[src/rtl/secuenciador_bloques_datos.sv]
// Data-block sequencer: arbitrates init/date/time/read requests and walks the RTC slots,
// handshaking each one with the bus access engine through inicio_acc/acc_listo.
module secuenciador_bloques_datos #(
    parameter int unsigned PERIODO_LECT = 1_000_000,
    parameter int unsigned TIMEOUT      = 255
) (
    input  logic       clk,
    input  logic       reset,
    input  logic       req_init,
    input  logic       req_esc_fecha,
    input  logic       req_esc_hora,
    input  logic       acc_listo,
    output logic [3:0] Selec_Mux_DD,
    output logic       inicio_acc,
    output logic       escritura,
    output logic       ocupado,
    output logic       fin_secuencia,
    output logic       error_acc
);

    localparam int unsigned PW = (PERIODO_LECT > 1) ? $clog2(PERIODO_LECT) : 1;
    localparam int unsigned TW = $clog2(TIMEOUT + 1);

    typedef enum logic [1:0] {StIdle, StArranque, StEspera} estado_t;
    typedef enum logic [1:0] {SeqInit, SeqFecha, SeqHora, SeqLect} secuencia_t;

    estado_t    estado_q, estado_d;
    secuencia_t sec_q, sec_d, sec_sel;
    logic [3:0] sel_q, sel_d;
    logic [2:0] idx_q, idx_d;
    logic       esc_q, esc_d;
    logic       fin_q, fin_d;
    logic       err_q, err_d;
    logic [TW-1:0] cnt_to_q, cnt_to_d;
    logic [PW-1:0] cnt_per_q, cnt_per_d;
    logic       pend_init_q, pend_init_d;
    logic       pend_fecha_q, pend_fecha_d;
    logic       pend_hora_q, pend_hora_d;
    logic       pend_lect_q, pend_lect_d;
    logic       hay_pend, concede, rearm_init, wrap;

    function automatic logic [3:0] primer_slot(input secuencia_t s);
        case (s)
            SeqInit:  primer_slot = 4'b0000;
            SeqFecha: primer_slot = 4'b0011;
            SeqHora:  primer_slot = 4'b0110;
            default:  primer_slot = 4'b0011;
        endcase
    endfunction

    function automatic logic [2:0] ultimo_idx(input secuencia_t s);
        ultimo_idx = (s == SeqLect) ? 3'd5 : 3'd2;
    endfunction

    // Fixed priority among pending requests: init > hora > fecha > lectura.
    always_comb begin
        sec_sel  = SeqLect;
        hay_pend = 1'b1;
        if (pend_init_q) begin
            sec_sel = SeqInit;
        end else if (pend_hora_q) begin
            sec_sel = SeqHora;
        end else if (pend_fecha_q) begin
            sec_sel = SeqFecha;
        end else if (!pend_lect_q) begin
            hay_pend = 1'b0;
        end
    end

    assign concede = (estado_q == StIdle) && hay_pend;
    assign wrap    = (cnt_per_q == PW'(PERIODO_LECT - 1));

    always_comb begin
        estado_d   = estado_q;
        sec_d      = sec_q;
        sel_d      = sel_q;
        idx_d      = idx_q;
        esc_d      = esc_q;
        fin_d      = 1'b0;
        err_d      = 1'b0;
        cnt_to_d   = cnt_to_q;
        rearm_init = 1'b0;
        unique case (estado_q)
            StIdle: begin
                if (hay_pend) begin
                    estado_d = StArranque;
                    sec_d    = sec_sel;
                    sel_d    = primer_slot(sec_sel);
                    idx_d    = 3'd0;
                    esc_d    = (sec_sel != SeqLect);
                end
            end
            StArranque: begin
                estado_d = StEspera;
                cnt_to_d = '0;
            end
            StEspera: begin
                // acc_listo is checked before the timeout so it wins a tie.
                if (acc_listo) begin
                    if (idx_q == ultimo_idx(sec_q)) begin
                        fin_d    = 1'b1;
                        estado_d = StIdle;
                        sel_d    = 4'b1111;
                        esc_d    = 1'b0;
                    end else begin
                        idx_d    = idx_q + 3'd1;
                        sel_d    = sel_q + 4'd1;
                        estado_d = StArranque;
                    end
                end else if (cnt_to_q == TW'(TIMEOUT - 1)) begin
                    err_d      = 1'b1;
                    estado_d   = StIdle;
                    sel_d      = 4'b1111;
                    esc_d      = 1'b0;
                    rearm_init = (sec_q == SeqInit);
                end else begin
                    cnt_to_d = cnt_to_q + TW'(1);
                end
            end
            default: begin
                estado_d = StIdle;
                sel_d    = 4'b1111;
                esc_d    = 1'b0;
            end
        endcase
    end

    // A request seen in the grant cycle itself re-arms its flag (set beats clear).
    always_comb begin
        cnt_per_d    = wrap ? '0 : cnt_per_q + PW'(1);
        pend_init_d  = req_init | rearm_init | (pend_init_q & ~(concede && sec_sel == SeqInit));
        pend_hora_d  = req_esc_hora | (pend_hora_q & ~(concede && sec_sel == SeqHora));
        pend_fecha_d = req_esc_fecha | (pend_fecha_q & ~(concede && sec_sel == SeqFecha));
        pend_lect_d  = wrap | (pend_lect_q & ~(concede && sec_sel == SeqLect));
    end

    always_ff @(posedge clk or negedge reset) begin
        if (!reset) begin
            estado_q     <= StIdle;
            sec_q        <= SeqInit;
            sel_q        <= 4'b1111;
            idx_q        <= 3'd0;
            esc_q        <= 1'b0;
            fin_q        <= 1'b0;
            err_q        <= 1'b0;
            cnt_to_q     <= '0;
            cnt_per_q    <= '0;
            pend_init_q  <= 1'b1;
            pend_fecha_q <= 1'b0;
            pend_hora_q  <= 1'b0;
            pend_lect_q  <= 1'b0;
        end else begin
            estado_q     <= estado_d;
            sec_q        <= sec_d;
            sel_q        <= sel_d;
            idx_q        <= idx_d;
            esc_q        <= esc_d;
            fin_q        <= fin_d;
            err_q        <= err_d;
            cnt_to_q     <= cnt_to_d;
            cnt_per_q    <= cnt_per_d;
            pend_init_q  <= pend_init_d;
            pend_fecha_q <= pend_fecha_d;
            pend_hora_q  <= pend_hora_d;
            pend_lect_q  <= pend_lect_d;
        end
    end

    assign Selec_Mux_DD  = sel_q;
    assign inicio_acc    = (estado_q == StArranque);
    assign escritura     = esc_q;
    assign ocupado       = (estado_q != StIdle);
    assign fin_secuencia = fin_q;
    assign error_acc     = err_q;

endmodule
[config.mk]
export PLATFORM = sky130hd
export DESIGN_NAME = secuenciador_bloques_datos
export DESIGN_NICKNAME = d
export VERILOG_FILES = /design/src/rtl/secuenciador_bloques_datos.sv
export SDC_FILE = /design/constraint.sdc
export NUM_CORES = 1
export LEC_CHECK = 0
export CELL_PAD_IN_SITES_DETAIL_PLACEMENT = 0
export CELL_PAD_IN_SITES_GLOBAL_PLACEMENT = 1
export CORE_ASPECT_RATIO = 0.9
export CORE_MARGIN = 2
export CORE_UTILIZATION = 45
export CTS_CLUSTER_SIZE = 12
export DETAILED_ROUTE_END_ITERATION = 10
export HOLD_SLACK_MARGIN = 0.02
export PLACE_DENSITY = 0.83
export SYNTH_ARGS = -nofsm -noshare
export SYNTH_HDL_FRONTEND = slang
export SYNTH_SLANG_ARGS = --single-unit
[constraint.sdc]
create_clock -name clk -period 5 [get_ports clk]
set_input_delay 0.75 -clock clk [delete_from_list [all_inputs] [get_ports clk]]
set_output_delay 0.75 -clock clk [all_outputs]
set_load 0.03 [all_outputs]
# == Word level (Yosys, flattened, before mapping) ==
# Cells that the tools add are included.
# word_totals
register_bits,46
latch_bits,0
ramBits,0
romBits,0
inputBits,6
word_cells,106
memories,0
# classes
addsub,4
mul,0
div_mod_pow,0
order_cmp,0
n_eq_ne,17
n_shift,0
mux,41
n_bitwise,14
n_reduce_logical,17
# op_table
operator,n
adder 20 x 1 -> 20 bit (second input constant),1
equality test 20 bit (second input constant),1
two-way mux 20 bit,1
two-way mux 1 bit,18
two-way mux 4 bit,4
two-way mux 8 bit,2
case mux 8 bit (2 select lines),1
two-way mux 2 bit,6
two-way mux 3 bit,4
!= test 2 bit (second input constant),6
case mux 3 bit (2 select lines),2
case mux 4 bit (3 select lines),1
adder 8 x 1 -> 8 bit (second input constant),1
equality test 2 bit (second input constant),4
equality test 8 bit (second input constant),1
AND reduction 4 bit,2
logical NOT 2 bit,3
!= test 3 bit (second input constant),2
case mux 2 bit (3 select lines),1
AND reduction 3 bit,2
nonzero test 2 bit,3
logical AND 1 bit,5
NOT 1 bit,5
bitwise OR 1 bit,5
other kinds (7),12

# == Longest topological paths before layout ==
# Gate-level depths: netlist (run 1).
# depth
depth_word,9
mapped_depth,7
mapped_depth_nobuf,6

# == Worst setup path after synthesis (run 1) ==
# OpenSTA, ideal clock, no wires.
# synth_timing
kind,flip-flop to output port
start,register estado_q[0]
end,output ocupado
arrival_ns,1.053
required_time_ns,4.250
setup_slack_ns,3.197
stages_incl_launch_ff,4
n_path_buf,1
path_cell_list,dfrtp_1 -> buf_6 -> nor2_1 -> clkinv_1
# synth_between
elab_chain_cells,1
# synth_lines
element,line,text
start: declaration,27,"estado_t estado_q, estado_d;"
start signal: assignment,139,estado_q <= StIdle;
start signal: assignment,153,estado_q <= estado_d;
nonzero test 2 bit,172,assign ocupado = (estado_q != StIdle);
end: declaration,16,"output logic ocupado,"
# No other way between the ends.

# == Worst setup path in the final report (run 1) ==
# layout_timing
start,register estado_q[1]
end,output ocupado
# The elaborated chain is that of the path after synthesis.

==> metrics.yaml, run 1 <==
logic_synthesis:
  synth_seq_cells: 46
  async_flop_share: 1.000
  synthTopCellsByArea: "dfrtp_1 (43%), dfstp_2 (5.5%), nand2_1 (3.6%), nor2_1 (3.3%), xor2_1 (3.3%)"
  synth_fp_nets: 246
  synth_top_area_cell: "dfrtp_1"
  synth_top_area_share: 0.4278
  synth.avg_cell_area_um2: 10.21
  yosys_most_used_dff: "dfrtp_1"
  syn_inst: 235
  ys_types: 57
  yosysSeqAreaShare: 0.4825
  synth-edff-count: 0
  ys_warn_count: 0
  synth_area_mm2: 0.002399
power:
  cellPowerDensity_mw_per_mm2: 461.2
  p_int_w: 0.0007901
  p_comb_frac: 0.354
  clkPwrFrac: 0.216
  max-vdd-ir-drop_uv: 286.4
  seqPwrFrac: 0.430
  sw_frac_of_total: 0.3657
  power.leakage_nw: 1.175
  p_switching_w: 0.0004556
sta:
  setup_tns_ps: 0
  clock_skew_ps: 11.64
  finalCritPeriodShare: 0.5687
  tightest_slew_ps: 1012
  layout_min_cycle_time_ps: 2844
  timing.fmax_ghz: 0.3517
  finalMaxSlewViolations: 0
  hold_violations: 0
  slew_headroom: 0.3252
  hold_slack_ps: 462.3
  rsz0062_at_grt: "false"
  setup_violations: 0
  setup_ws_ps: 2156
routing:
  vias: 1812
  via_per_inst: 5.663
  ant_nets: 0
  drt_iter0_markers: 129
  firstDrtPassIters: 4
  wl_per_cell_um: 14.94
  drc_errors: 0
  drt_wl_total_um: 4781
floorplan:
  fp-row-count: 25
  coreArea_mm2: 0.005192
  die_y_um: 73.26
  die_area_mm2: 0.005931
  io_pins: 15
  initial_core_util: 0.4619
  chipWidth_um: 80.96
clocking:
  htree_levels: 2
  postCtsHoldBufs: 0
  cts_buffer_depth: 2
  numCtsBuffers: 5
  cts_setup_buffers: 0
  cts_resized: 0
  path_clk_slew_ps: 80
  cts.sinks: 46
  cts_root_buf: "clkbuf_8"
  cts_tree: "yes"
  clk_latency_ps: 290
worst_setup_path:
  cpLargestDelayFamily: "buffers and inverters"
  worstPathArrival_ps: 2090
  crit_buf_inv: 2
  slowest_delay_ps: 670
  slowest_stage: "clkdlybuf4s50_1"
  critical_path_depth: 3
  r2r_start: "cnt_to_q[0]"
  r2r_slack_ps: 2890
  required_ps: 4250
  start_kind: "flop"
  r2r-end: "escritura"
  worstPathMaxFanout: 15
  critPathKind: "reg2out"
  cp-endpoint: "ocupado"
  reg2reg_depth: 6
  endpoint_kind: "output pin"
  crit_start: "estado_q[1]"
  path_cells: "nor2_1, clkinv_1, clkdlybuf4s50_1"
min_path:
  hp-class: "reg2reg"
run_status:
  outcome: "completed"
finish:
  fin_area_mm2: 0.002701
  fillers: 482
  syn_to_final_growth_pct: 12.62
  num_antenna_cells: 0
  finish.net_count: 263
  drive_gt1_frac: 0.08696
place:
  gp_congestion: 0.8004
  pre_cts_ws_ps: 2485
  placed_area_mm2: 0.002591
  dp_hpwl_um: 3415
  port_buffers: 14
global_route:
  grt-ovfl-total: 0
  grtUsageTotal: 0.1801
  grt_pass1_vias: 1725
  grt_start_max_net_pins: 47
  gr-usage-met3: 0.03317
  antenna_found_initial: 0
  grt_first_pass_wirelength_um: 8314
  gr-usage-met2: 0.2580
  busiest_layer: "met1"
  met1_usage: 0.2775
flow_run:
  max_cap_violations: 0
cells in the mapped netlist (all sizes together), types with 2 or more instances:
cell	count
dfrtp	41
nand2	23
nor2	21
nand3	15
o21ai	13
a21oi	9
xor2	9
nand4	7
inv	6
mux2i	6
dfstp	5
ha	5
nor4	5
xnor2	5
nor2b	4
o31ai	4
a21o	3
a31oi	3
and3	3
nand2b	3
nor3b	3
o211ai	3
a32o	2
and2	2
and4	2
buf	2
clkbuf	2
mux2	2
nor3	2
nor4b	2
o2111ai	2
o22a	2
or4	2
per-stage QoR:
| stage | power (W) | utilization | cells |
|---|---|---|---|
| after floorplan | 0.0008466 | - | 235 |
| after global placement | 0.0009772 | 0.4990 | 312 |
| after detailed placement | 0.0009792 | 0.4990 | 312 |
| after CTS | 0.001257 | 0.5202 | 320 |
| after global routing | 0.001338 | 0.5202 | 320 |
| final | 0.001246 | 0.5202 | 320 |
routing by layer:
metal  up-vias  wire [µm]
met3         2        141
met2        20       2098
li1        902          -
met4         0         25
met1       888       2515
met5         -          0
layout by cell type (no fill, tap or decap), drive strengths merged, types with 4 or more instances in the layout:
master and n:
dfrtp 41, nand2 23, nor2 21, nand3 15
clkdlybuf4s50 13, o21ai 13, xor2 9, a21oi 9
nand4 7, inv 6, mux2i 6, clkbuf 6
dfstp 5, xnor2 5, ha 5, nor4 5
o31ai 4, nor2b 4
worst reg2reg max path, stage by stage (launching register included):
cell and delay, ps:
dfrtp_1 440, inv_1 80, ha_1 150, nand4_1 210
o21ai_2 520, o21ai_0 280, a211o_1 340
cells by family after synthesis:
logic type | count (synthesis) | share of synthesized area
flops | 46 | 0.4825
simple gates | 99 | 0.2332
xor+xnor | 14 | 0.05112
fa+ha+maj | 5 | 0.02608
buf+inv | 11 | 0.02191
compound gates | 52 | 0.1508
mux | 8 | 0.03443
power by group through the flow:
stage / Sequential, W / Combinational [W] / Clock (W)
5_1_grt: 0.000552 / 0.000488 / 0.000299
3_3_place_gp: 0.000540 / 0.000437 / 0
2_1_floorplan: 0.000548 / 0.000298 / 0
6_report: 0.000536 / 0.000441 / 0.000269
4_1_cts: 0.000534 / 0.000442 / 0.000281
3_5_place_dp: 0.000541 / 0.000438 / 0
how the worst min path moves through the flow:
| stage | start | cells past startpoint | to |
|---|---|---|---|
| after floorplan | cnt_per_q[19] | 1 | cnt_per_q[19] |
| after global placement | cnt_per_q[19] | 1 | cnt_per_q[19] |
| after detailed placement | cnt_per_q[19] | 1 | cnt_per_q[19] |
| after CTS | cnt_per_q[19] | 1 | cnt_per_q[19] |
| after global routing | cnt_per_q[18] | 1 | cnt_per_q[18] |
| final | cnt_per_q[19] | 1 | cnt_per_q[19] |
registers in the layout (all words and copies together) (netlist names):
register       flops
idx_q              3
pend_fecha_q       1
pend_init_q        1
cnt_to_q           8
Selec_Mux_DD       4
error_acc          1
escritura          1
sec_q              2
pend_lect_q        1
estado_q           2
fin_secuencia      1
cnt_per_q         20
pend_hora_q        1
layout make-up:
cell class / instances / area (µm²) / share of cell area
inverters: 7 / 26.28 / 0.009727
flip-flops and latches: 46 / 1157 / 0.4284
well taps: 67 / 83.83 / 0.03103
repair buffers: 14 / 135.1 / 0.05002
multi-input cells: 178 / 1189 / 0.4400
clock inverters: 2 / 37.54 / 0.01390
clock buffers: 6 / 72.57 / 0.02686
(Power assumes the default switching activity.)
==> run 2: changes to the inputs <==
clock period = 2.9 ns   (was 5 ns; I/O delays follow)
==> run 2 against run 1 <==
Die area is the same. Global-route usage fell by 0.26 points. Core utilization decreased by 0.39 points. Worst setup slack got worse by 1800 ps. Sequential power up 72%. Final area shrank 0.74%. Worst hold slack worse by 150 ps. Clock skew down 3.5 ps. Critical path depth did not move. Via count rose by 0.83%. Non-clock buffer count did not move. Combinational power increased by 72%. Critical path type unchanged. Largest cell class unchanged. Highest routed layer unchanged.
==> metrics.yaml, run 2 (synthesized netlist as in run 1, its figures left out) <==
power:
  max-vdd-ir-drop_uv: 562.7  # +96%
  cellPowerDensity_mw_per_mm2: 777.0  # +68%
  power.leakage_nw: 1.169  # -0.50%
global_route:
  grt-ovfl-total: 0  # unchanged
  grt_first_pass_wirelength_um: 8079  # -2.8%
  grt_start_max_net_pins: 47  # unchanged
  antenna_found_initial: 0  # unchanged
  grtUsageTotal: 0.1775  # -0.002562
  grt_pass1_vias: 1679  # -2.7%
sta:
  finalMaxSlewViolations: 0  # unchanged
  clock_skew_ps: 8.101  # -3.539 ps
  slew_headroom: 0.3274  # +0.002166
  finalCritPeriodShare: 0.8741
  layout_min_cycle_time_ps: 2535
  rsz0062_at_grt: "false"
  setup_tns_ps: 0  # unchanged
  setup_ws_ps: 365.1  # -1791 ps
  timing.fmax_ghz: 0.3945
  hold_violations: 0  # unchanged
  hold_slack_ps: 308.8  # -153.5 ps
  tightest_slew_ps: 1009  # -3.248 ps
  setup_violations: 0  # unchanged
floorplan:
  coreArea_mm2: 0.005192  # unchanged
  die_y_um: 73.26  # unchanged
  initial_core_util: 0.4619  # unchanged
  io_pins: 15  # unchanged
  chipWidth_um: 80.96  # unchanged
  fp-row-count: 25  # unchanged
  die_area_mm2: 0.005931  # unchanged
routing:
  wl_per_cell_um: 15.04  # +0.69%
  via_per_inst: 5.709  # +0.83%
  drc_errors: 0  # unchanged
  firstDrtPassIters: 4  # unchanged
  drt_wl_total_um: 4814  # +0.69%
  ant_nets: 0  # unchanged
  drt_iter0_markers: 116  # -10%
  vias: 1827  # +0.83%
clocking:
  cts_tree: "yes"
  cts.sinks: 46  # unchanged
  cts_resized: 0  # unchanged
  cts_root_buf: "clkbuf_8"
  postCtsHoldBufs: 0  # unchanged
  cts_setup_buffers: 0  # unchanged
  path_clk_slew_ps: 80  # about the same
  htree_levels: 2  # unchanged
  cts_buffer_depth: 2  # unchanged
  numCtsBuffers: 5  # unchanged
  clk_latency_ps: 290  # about the same
worst_setup_path:
  worstPathMaxFanout: 15  # unchanged
  endpoint_kind: "output pin"
  r2r_start: "cnt_to_q[0]"
  r2r-end: "escritura"
  required_ps: 2470  # -1780 ps
  r2r_slack_ps: 770  # -2120 ps
  worstPathArrival_ps: 2100  # about the same
  start_kind: "flop"
  crit_start: "estado_q[1]"
  reg2reg_depth: 6  # unchanged
  critPathKind: "reg2out"
finish:
  num_antenna_cells: 0  # unchanged
  syn_to_final_growth_pct: 11.79
  most-common-layout-cells: "dfrtp_1 (41), nand2_1 (23), nor2_1 (21), nand3_1 (14), clkdlybuf4s50_1 (13)"
  drive_gt1_frac: 0.08300  # -0.003953
  largest_register_ffs: 20  # unchanged
  fillers: 498  # +3.3%
  final_common_cell: "dfrtp_1"
  fin_area_mm2: 0.002681  # -0.74%
  fin_util: 0.5164  # -0.003855
  finish.net_count: 263  # unchanged
  top_register: "cnt_per_q"
flow_run:
  max_cap_violations: 0  # unchanged
place:
  placed_area_mm2: 0.002591  # unchanged
  dp_hpwl_um: 3454  # +1.2%
  port_buffers: 14  # unchanged
  pre_cts_ws_ps: 693.1  # -1792 ps
  gp_congestion: 0.8002  # about the same
run_status:
  outcome: "completed"
min_path:
  hp-class: "in2async"
-- run 2: changes by cell type in the layout (fill, tap and decap cells not counted) --
cell	before	now
clkbuf_1	1	2
bufinv_16	1	0
clkinvlp_4	1	0
clkbuf_8	5	6
-- run 2: per-stage QoR --
stage,std cells,total power [W]
final,320,0.002083
after floorplan,235,0.001460
after detailed placement,312,0.001694
after global routing,320,0.002229
after global placement,312,0.001688
after CTS,320,0.002097
-- run 2: power by group --
part	internal [W]	switching (W)
sequential	0.000768	0.000156
combinational	0.000338	0.000421
clock	0.000195	0.000206
total	0.00130	0.000783
-- run 2: cell type report --
type | count | area (µm²) | area share
sequential | 46 | 1157 | 0.4316
timing repair buffer | 14 | 135.1 | 0.05040
tap | 67 | 83.83 | 0.03126
clock buffer | 8 | 90.09 | 0.03360
multi-input combinational | 178 | 1189 | 0.4433
inverter | 7 | 26.28 | 0.009799
-- run 2: per-layer routing --
| metal | global-route usage | wire length [µm] | vias to the layer above |
|---|---|---|---|
| li1 | - | - | 910 |
| met1 | 0.2750 | 2491 | 892 |
| met2 | 0.2525 | 2111 | 21 |
| met3 | 0.03686 | 169 | 4 |
| met4 | 0.04520 | 42 | 0 |
| met5 | 0 | 0 | - |
-- run 2: worst max path at each step --
| stage | to | depth (start not counted) |
|---|---|---|
| 2_1_floorplan | Selec_Mux_DD[0] | 6 |
| 3_3_place_gp | cnt_to_q[7] | 5 |
| 3_5_place_dp | cnt_to_q[7] | 5 |
| 4_1_cts | ocupado | 3 |
| 5_1_grt | ocupado | 3 |
| 6_report | ocupado | 3 |
-- run 2: critical path: stages (launching register included) --
cell and delay [ps]:
dfrtp_1 530, nor2_1 320, clkinv_1 290, clkdlybuf4s50_1 660
==> run 3: changes to the inputs <==
CORE_MARGIN = 1.5   (was 2)
==> run 3 against run 2 <==
Core utilization hardly changed. Non-clock buffer count stayed put. Global-route usage rose by 0.76 points. Critical endpoint unchanged. Worst setup slack better by 30 ps. Worst hold slack worse by 11 ps. Die area fell by 2.6%. Fmax up 1.2%. Largest cell class unchanged. Final cell count is the same.
==> metrics.yaml, run 3 (synthesized netlist as in run 1, its figures left out) <==
run_status:
  outcome: "completed"
clocking:
  htree_levels: 2  # unchanged
  cts_buffer_depth: 2  # unchanged
  clk_latency_ps: 300  # about the same
  cts.sinks: 46  # unchanged
  cts_root_buf: "clkbuf_8"
  cts_setup_buffers: 0  # unchanged
  cts_resized: 0  # unchanged
  numCtsBuffers: 5  # unchanged
  path_clk_slew_ps: 90  # about the same
  postCtsHoldBufs: 0  # unchanged
  cts_tree: "yes"
sta:
  layout_min_cycle_time_ps: 2505  # -30.01 ps
  tightest_slew_ps: 1008  # -0.9533 ps
  hold_violations: 0  # unchanged
  finalMaxSlewViolations: 0  # unchanged
  timing.fmax_ghz: 0.3992  # +1.2%
  setup_ws_ps: 395.1  # +30.01 ps
  setup_tns_ps: 0  # unchanged
  clock_skew_ps: 6.774  # -1.327 ps
  slew_headroom: 0.3280  # +0.0006360
  finalCritPeriodShare: 0.8638  # -0.01035
  setup_violations: 0  # unchanged
  rsz0062_at_grt: "false"
floorplan:
  die_y_um: 72.26  # -1.4%
  coreArea_mm2: 0.005192  # unchanged
  initial_core_util: 0.4619  # unchanged
  chipWidth_um: 79.96  # -1.2%
  die_area_mm2: 0.005778  # -2.6%
  io_pins: 15  # unchanged
  fp-row-count: 25  # unchanged
worst_setup_path:
  endpoint_kind: "output pin"
  r2r-end: "escritura"
  critPathKind: "reg2out"
  r2r_start: "cnt_to_q[0]"
  reg2reg_depth: 6  # unchanged
  required_ps: 2470  # about the same
  worstPathMaxFanout: 15  # unchanged
  start_kind: "flop"
  r2r_slack_ps: 820  # +50 ps
  worstPathArrival_ps: 2070  # -30 ps
routing:
  drt_wl_total_um: 4696  # -2.5%
  ant_nets: 0  # unchanged
  wl_per_cell_um: 14.68  # -2.5%
  drc_errors: 0  # unchanged
  vias: 1792  # -1.9%
  drt_iter0_markers: 133  # +15%
  firstDrtPassIters: 4  # unchanged
  via_per_inst: 5.600  # -1.9%
power:
  max-vdd-ir-drop_uv: 523.0  # -7.0%
  cellPowerDensity_mw_per_mm2: 777.2  # about the same
  power.leakage_nw: 1.172  # +0.23%
  fin_total_pwr_w: 0.002085  # about the same
flow_run:
  max_cap_violations: 0  # unchanged
global_route:
  grt_pass1_vias: 1723  # +2.6%
  grt_first_pass_wirelength_um: 8293  # +2.6%
  antenna_found_initial: 0  # unchanged
  grt_start_max_net_pins: 47  # unchanged
  grtUsageTotal: 0.1852  # +0.007617
  grt-ovfl-total: 0  # unchanged
finish:
  most-common-layout-cells: "dfrtp_1 (41), nand2_1 (23), nor2_1 (21), nand3_1 (14), clkdlybuf4s50_1 (13)"
  drive_gt1_frac: 0.08696  # +0.003953
  syn_to_final_growth_pct: 11.84  # about the same
  final_common_cell: "dfrtp_1"
  top_register: "cnt_per_q"
  num_antenna_cells: 0  # unchanged
  finish.net_count: 263  # unchanged
  largest_register_ffs: 20  # unchanged
place:
  dp_hpwl_um: 3373  # -2.4%
  port_buffers: 14  # unchanged
  gp_congestion: 0.8282  # +3.5%
  pre_cts_ws_ps: 713.2  # +20.03 ps
min_path:
  hp-class: "in2async"
[run 3: cell types whose count changed in the layout (fill, tap and decap cells not counted)]
| cell | change |
|---|---|
| clkbuf_1 | -1 |
| clkinv_2 | +1 |
[run 3: final cells by class]
cell class | count | area [µm²]
flip-flops and latches | 46 | 1157
inverters | 7 | 26.28
well taps | 67 | 83.83
multi-input cells | 178 | 1189
clock inverters | 1 | 5.005
fillers | 496 | 2510
clock buffers | 7 | 86.33
repair buffers | 14 | 135.1
[run 3: power breakdown]
part | switching, W | leakage [nW] | internal [W]
Combinational | 0.000414 | 0.535 | 0.000337
Clock | 0.000216 | 0.0482 | 0.000193
Sequential | 0.000158 | 0.589 | 0.000768
[run 3: stage by stage]
| stage | instance area, µm² | hold WS [ps] | utilization | instances |
|---|---|---|---|---|
| after floorplan | 2399 | 139.4 | - | 235 |
| after global placement | 2591 | 448.4 | 0.4990 | 312 |
| final | 2683 | 297.9 | 0.5166 | 320 |
| after global routing | 2683 | 382.9 | 0.5166 | 320 |
| after detailed placement | 2591 | 456.8 | 0.4990 | 312 |
| after CTS | 2683 | 335.7 | 0.5166 | 320 |
[run 3: metal layers]
metal	global-route usage	share of wire	vias up
li1	-	-	907
met1	0.2836	0.55	853
met2	0.2605	0.41	26
met3	0.03899	0.029	6
met4	0.05939	0.013	0
met5	0	0	-
[run 3: worst max-delay path: stages (launching register included)]
cell and delay, ps:
dfrtp_1 540, nor2_1 300, clkinv_1 270, clkdlybuf4s50_1 660
[run 3: worst max-delay path by stage]
stage | start | to | depth (start not counted) | slack (ps)
2_1_floorplan | estado_q[0] | Selec_Mux_DD[0] | 6 | 1260
3_3_place_gp | estado_q[1] | ocupado | 3 | 730
3_5_place_dp | acc_listo | cnt_to_q[5] | 5 | 710
4_1_cts | estado_q[1] | ocupado | 3 | 390
5_1_grt | estado_q[1] | ocupado | 3 | 180
6_report | estado_q[1] | ocupado | 3 | 400
